===== src/rtl/mem_read_arbiter.sv =====
// Two-port read arbiter in front of a combinational word memory, with wait states and misalignment rejection.
// Define MEM_ARB_ROUND_ROBIN_EN for round-robin tie breaking; otherwise port 0 has fixed priority.
module mem_read_arbiter #(
  parameter int WORD_SIZE_BYTES = 4,
  parameter int ADDR_WIDTH      = 32,
  parameter int WAIT_CYCLES     = 2
) (
  input  logic                         clk,
  input  logic                         reset,
  input  logic                         p0_req,
  input  logic [ADDR_WIDTH-1:0]        p0_addr,
  output logic                         p0_ack,
  input  logic                         p1_req,
  input  logic [ADDR_WIDTH-1:0]        p1_addr,
  output logic                         p1_ack,
  output logic [WORD_SIZE_BYTES*8-1:0] rdata,
  output logic                         err,
  output logic [ADDR_WIDTH-1:0]        mem_addr,
  input  logic [WORD_SIZE_BYTES*8-1:0] mem_data,
  output logic                         busy
);

  localparam int DATA_W = WORD_SIZE_BYTES * 8;
  localparam int CNT_W  = (WAIT_CYCLES > 0) ? $clog2(WAIT_CYCLES + 1) : 1;
  localparam logic [ADDR_WIDTH-1:0] OFF_MASK = ADDR_WIDTH'(WORD_SIZE_BYTES - 1);

  typedef enum logic [1:0] {IDLE, ACCESS, RESP} state_t;

  state_t                state, state_nxt;
  logic [ADDR_WIDTH-1:0] addr_q, addr_nxt;
  logic                  port_q, port_nxt;
  logic [CNT_W-1:0]      cnt, cnt_nxt;
  logic [DATA_W-1:0]     rdata_nxt;
  logic                  err_nxt;
  logic                  any_req;
  logic                  tie_p1;
  logic                  grant_p1;
  logic [ADDR_WIDTH-1:0] grant_addr;

  function automatic logic misaligned(input logic [ADDR_WIDTH-1:0] a);
    return |(a & OFF_MASK);
  endfunction

  assign any_req = p0_req | p1_req;

`ifdef MEM_ARB_ROUND_ROBIN_EN
  // Resets to port 1 so that port 0 takes the first tie.
  logic last_grant;
  always_ff @(posedge clk or posedge reset) begin
    if (reset)
      last_grant <= 1'b1;
    else if (state == IDLE && any_req)
      last_grant <= grant_p1;
  end
  assign tie_p1 = ~last_grant;
`else
  assign tie_p1 = 1'b0;
`endif

  assign grant_p1   = p1_req & (~p0_req | tie_p1);
  assign grant_addr = grant_p1 ? p1_addr : p0_addr;

  always_comb begin
    state_nxt = state;
    addr_nxt  = addr_q;
    port_nxt  = port_q;
    cnt_nxt   = cnt;
    rdata_nxt = rdata;
    err_nxt   = err;
    case (state)
      IDLE: begin
        if (any_req) begin
          addr_nxt = grant_addr;
          port_nxt = grant_p1;
          // Misaligned requests skip the memory entirely and answer next cycle.
          if (misaligned(grant_addr)) begin
            rdata_nxt = '0;
            err_nxt   = 1'b1;
            state_nxt = RESP;
          end else begin
            cnt_nxt   = CNT_W'(WAIT_CYCLES);
            state_nxt = ACCESS;
          end
        end
      end
      ACCESS: begin
        if (cnt == '0) begin
          rdata_nxt = mem_data;
          err_nxt   = 1'b0;
          state_nxt = RESP;
        end else begin
          cnt_nxt = cnt - CNT_W'(1);
        end
      end
      RESP:    state_nxt = IDLE;
      default: state_nxt = IDLE;
    endcase
  end

  always_ff @(posedge clk or posedge reset) begin
    if (reset) begin
      state  <= IDLE;
      port_q <= 1'b0;
      cnt    <= '0;
      rdata  <= '0;
      err    <= 1'b0;
    end else begin
      state  <= state_nxt;
      port_q <= port_nxt;
      cnt    <= cnt_nxt;
      rdata  <= rdata_nxt;
      err    <= err_nxt;
    end
  end

  // The latched address is only observed while in ACCESS, so it needs no reset.
  always_ff @(posedge clk) begin
    addr_q <= addr_nxt;
  end

  assign mem_addr = (state == ACCESS) ? addr_q : '0;
  assign p0_ack   = (state == RESP) & ~port_q;
  assign p1_ack   = (state == RESP) & port_q;
  assign busy     = (state != IDLE);

endmodule


===== config.mk =====
export PLATFORM = sky130hd
export DESIGN_NAME = mem_read_arbiter
export DESIGN_NICKNAME = d
export VERILOG_FILES = /design/src/rtl/mem_read_arbiter.sv
export SDC_FILE = /design/constraint.sdc
export NUM_CORES = 1
export LEC_CHECK = 0
export CORE_MARGIN = 8
export CORE_UTILIZATION = 42
export CTS_CLUSTER_DIAMETER = 120
export DETAILED_ROUTE_END_ITERATION = 16
export GPL_TIMING_DRIVEN = 1
export PLACE_DENSITY = 0.86
export SYNTH_ARGS = -nofsm -noshare
export SYNTH_HDL_FRONTEND = slang
export SYNTH_SLANG_ARGS = --single-unit
export TNS_END_PERCENT = 10

===== constraint.sdc =====
create_clock -name clk -period 5.8 [get_ports clk]
set_clock_uncertainty 0.2 [all_clocks]
set_input_delay 1.74 -clock clk [delete_from_list [all_inputs] [get_ports clk]]
set_output_delay 1.74 -clock clk [all_outputs]
set_load 0.1 [all_outputs]

==> flow_summary.toml <==
[run_status]
run_status = "complete, no violations"

[synth]
yosys-top-cells-count = "dfrtp_1 (38), a22o_1 (33), and2_1 (32), edfxtp_1 (32), mux2_2 (32)"
netlist_area_um2 = 3070
postSynth.asyncResetShare_pct = 54.3
syn_avg_cell_area_um2 = 14.2
synth_area_leaders = "edfxtp_1 (31%), dfrtp_1 (31%), mux2_2 (12%)"
synth-edff-count = 32
syn-instance-count = 216
synth.most_common_cell = "dfrtp_1"
netlist.area_leader.share_pct = 31.3
synth_nets = 317
synth_ff_type = "dfrtp_1"
synth.distinct_cells = 25
yosys_warnings = 0
ys_seq_area_share_pct = 62.4
synth_seq_cells = 70
yosysTopAreaCell = "edfxtp_1"

[die]
io_pins = 168
core_area_um2 = 7180
die_area_um2 = 10300
die_x_um = 101
die_h_um = 101
start_util_pct = 42.7
rows = 31

[setup_path]
reg2reg_slack_ns = 3.73
cp_data_required_time_ns = 3.86
reg2reg_depth = 6
slowest_stage = "clkdlybuf4s50_1"
arrival_ns = 2.30
worst-path-buf-inv = 1
startpoint = "state[1]"
rr_startpoint = "cnt[0]"
path_delay_family = "buffers and inverters"
worstSetupEndpointType = "output port"
worst_r2r_endpoint = "rdata[1]"
criticalPathCategory = "flop to output port"
critPathMaxStageDelay_ns = 1.18
cp_max_fo = 9
crit_path_cell_trace = "nor3b_1 > clkdlybuf4s50_1"
cp-start-kind = "flop"

[cts]
htreeDepth = 3
ctsResizeCount = 0
insertion_delay_ns = 0.32
ctsHoldBuffers = 0
cts_tree = "done"
cts_setup_buffers = 0
cts_made_buffers = 9
cts_sinks = 70
clock_path_buffers = 2
cts-root-buf = "clkbuf_8"
path_clk_slew_ns = 0.07

[detailed_routing]
post_drt_wl_per_cell_um = 18.5
vias = 2373
ant_nets = 0
avgViaCountPerCell = 4.86
drtIter0Drc = 92
drc_errors = 0
drtPass1Iterations = 4
finalWirelength_um = 9040

[cells_and_area]
layout-drive-gt1-share_pct = 23.4
fin_nets = 485
antennaDiodeCount = 0
syn2layout_area_growth_pct = 61.2

[timing]
fin_crit_sh_pct = 73.0
setup_tns_ns = 0
clock.fmax_mhz = 236
setup_violations = 0
rsz0062_at_grt = "false"
worst_pin_slew_ns = 1.02
slew_violations = 0
final-hold-violation-count = 0
relSlewSlack_pct = 32.1
timing.final.ws_setup_ns = 1.56
fin_crit_ns = 4.24

[placement]
gp_congestion = 0.792
post-dp-hpwl_um = 6960
portBuffers = 167
dp_worst_setup_slack_ns = 1.86

[global_routing]
grt_pass1_wl_um = 14000
grt_pass1_vias = 2694
antenna_found_initial = 0
grt_max_degree = 39
overflow = 0
grtUsageTotal_pct = 17.8

[hold_path]
min_path_type = "flop to flop"
hold_depth = 1
holdPathEnd = "rdata[28]"
min-delay-start = "rdata[28]"

[job]
max_cap_violations = 0
## stage by stage
stage / cell area (µm²) / cells / hold WS [ns] / utilization (%)
global route: 4940 / 488 / 0.332 / 68.9
CTS: 4940 / 488 / 0.314 / 68.9
floorplan: 3070 / 216 / 0.290 / -
finish: 4940 / 488 / 0.310 / 68.9
global placement: 4730 / 472 / 0.287 / 65.9
detailed placement: 4730 / 472 / 0.293 / 65.9
## logic make-up (layout without fill, tap and decap cells)
logic type / count (synthesis) / count (layout) / synth area share (%)
fa+ha+maj: 1 / 1 / 0.408
buf+inv: 23 / 196 / 4.16
simple gates: 46 / 46 / 8.69
flops: 70 / 70 / 62.4
compound gates: 43 / 43 / 11.9
mux: 33 / 33 / 12.5
## worst max-delay path by stage
stage	endpoint	slack [ns]	cells past startpoint
floorplan	p0_ack	1.07	2
global placement	rdata[9]	1.95	5
detailed placement	rdata[1]	1.86	5
CTS	p0_ack	1.55	2
global route	busy	1.46	3
finish	p0_ack	1.56	2
## sequential cells by signal (all words and copies together), names as in the netlist
name,flops
err,1
addr_q,32
port_q,1
cnt,2
state,2
rdata,32
## placed cells by master, fill, tap and decap left out
master             n
edfxtp_1          32
and2_1            32
bufinv_16          1
nor3_1             3
clkinv_2           1
nor2_1             5
a211oi_2           1
a211o_1            1
inv_2              1
inv_1              7
o21ai_0            1
ha_1               1
dfrtp_1           38
nand2_1            1
and3_1             1
clkbuf_16          1
clkinv_4           1
mux2_2            32
inv_6              1
o21ai_4            1
a31oi_1            2
mux2i_4            1
a21oi_1            4
nand2b_1           1
clkdlybuf4s50_1  135
buf_4             37
nor3b_1            1
inv_4              2
clkbuf_8           9
nor2_2             1
a22o_1            33
nor3_2             1
## routing by layer
metal	track usage (%)	routed length, µm	vias to the layer above
met5	0	0	-
met4	7.67	255	0
met3	5.22	609	18
met2	32.5	4870	107
met1	18.5	3310	1126
li1	-	-	1122
## worst reg2reg max path, cell delays in order (launching register included)
cell and delay (ns):
dfrtp_1 0.41, inv_1 0.07, ha_1 0.20, inv_1 0.11, a211oi_2 0.33, o21ai_4 0.29
a22o_1 0.34
## final cells by class
cell class / count / area (µm²)
repair buffers: 172 / 1630
clock inverters: 6 / 65.1
flip-flops and latches: 70 / 1910
fillers: 500 / 2230
multi-input cells: 123 / 1030
clock buffers: 10 / 149
well taps: 99 / 124
inverters: 8 / 30.0
Power is not shown: default switching activity piles up to over one toggle a cycle in this logic, so the estimate is an artifact.
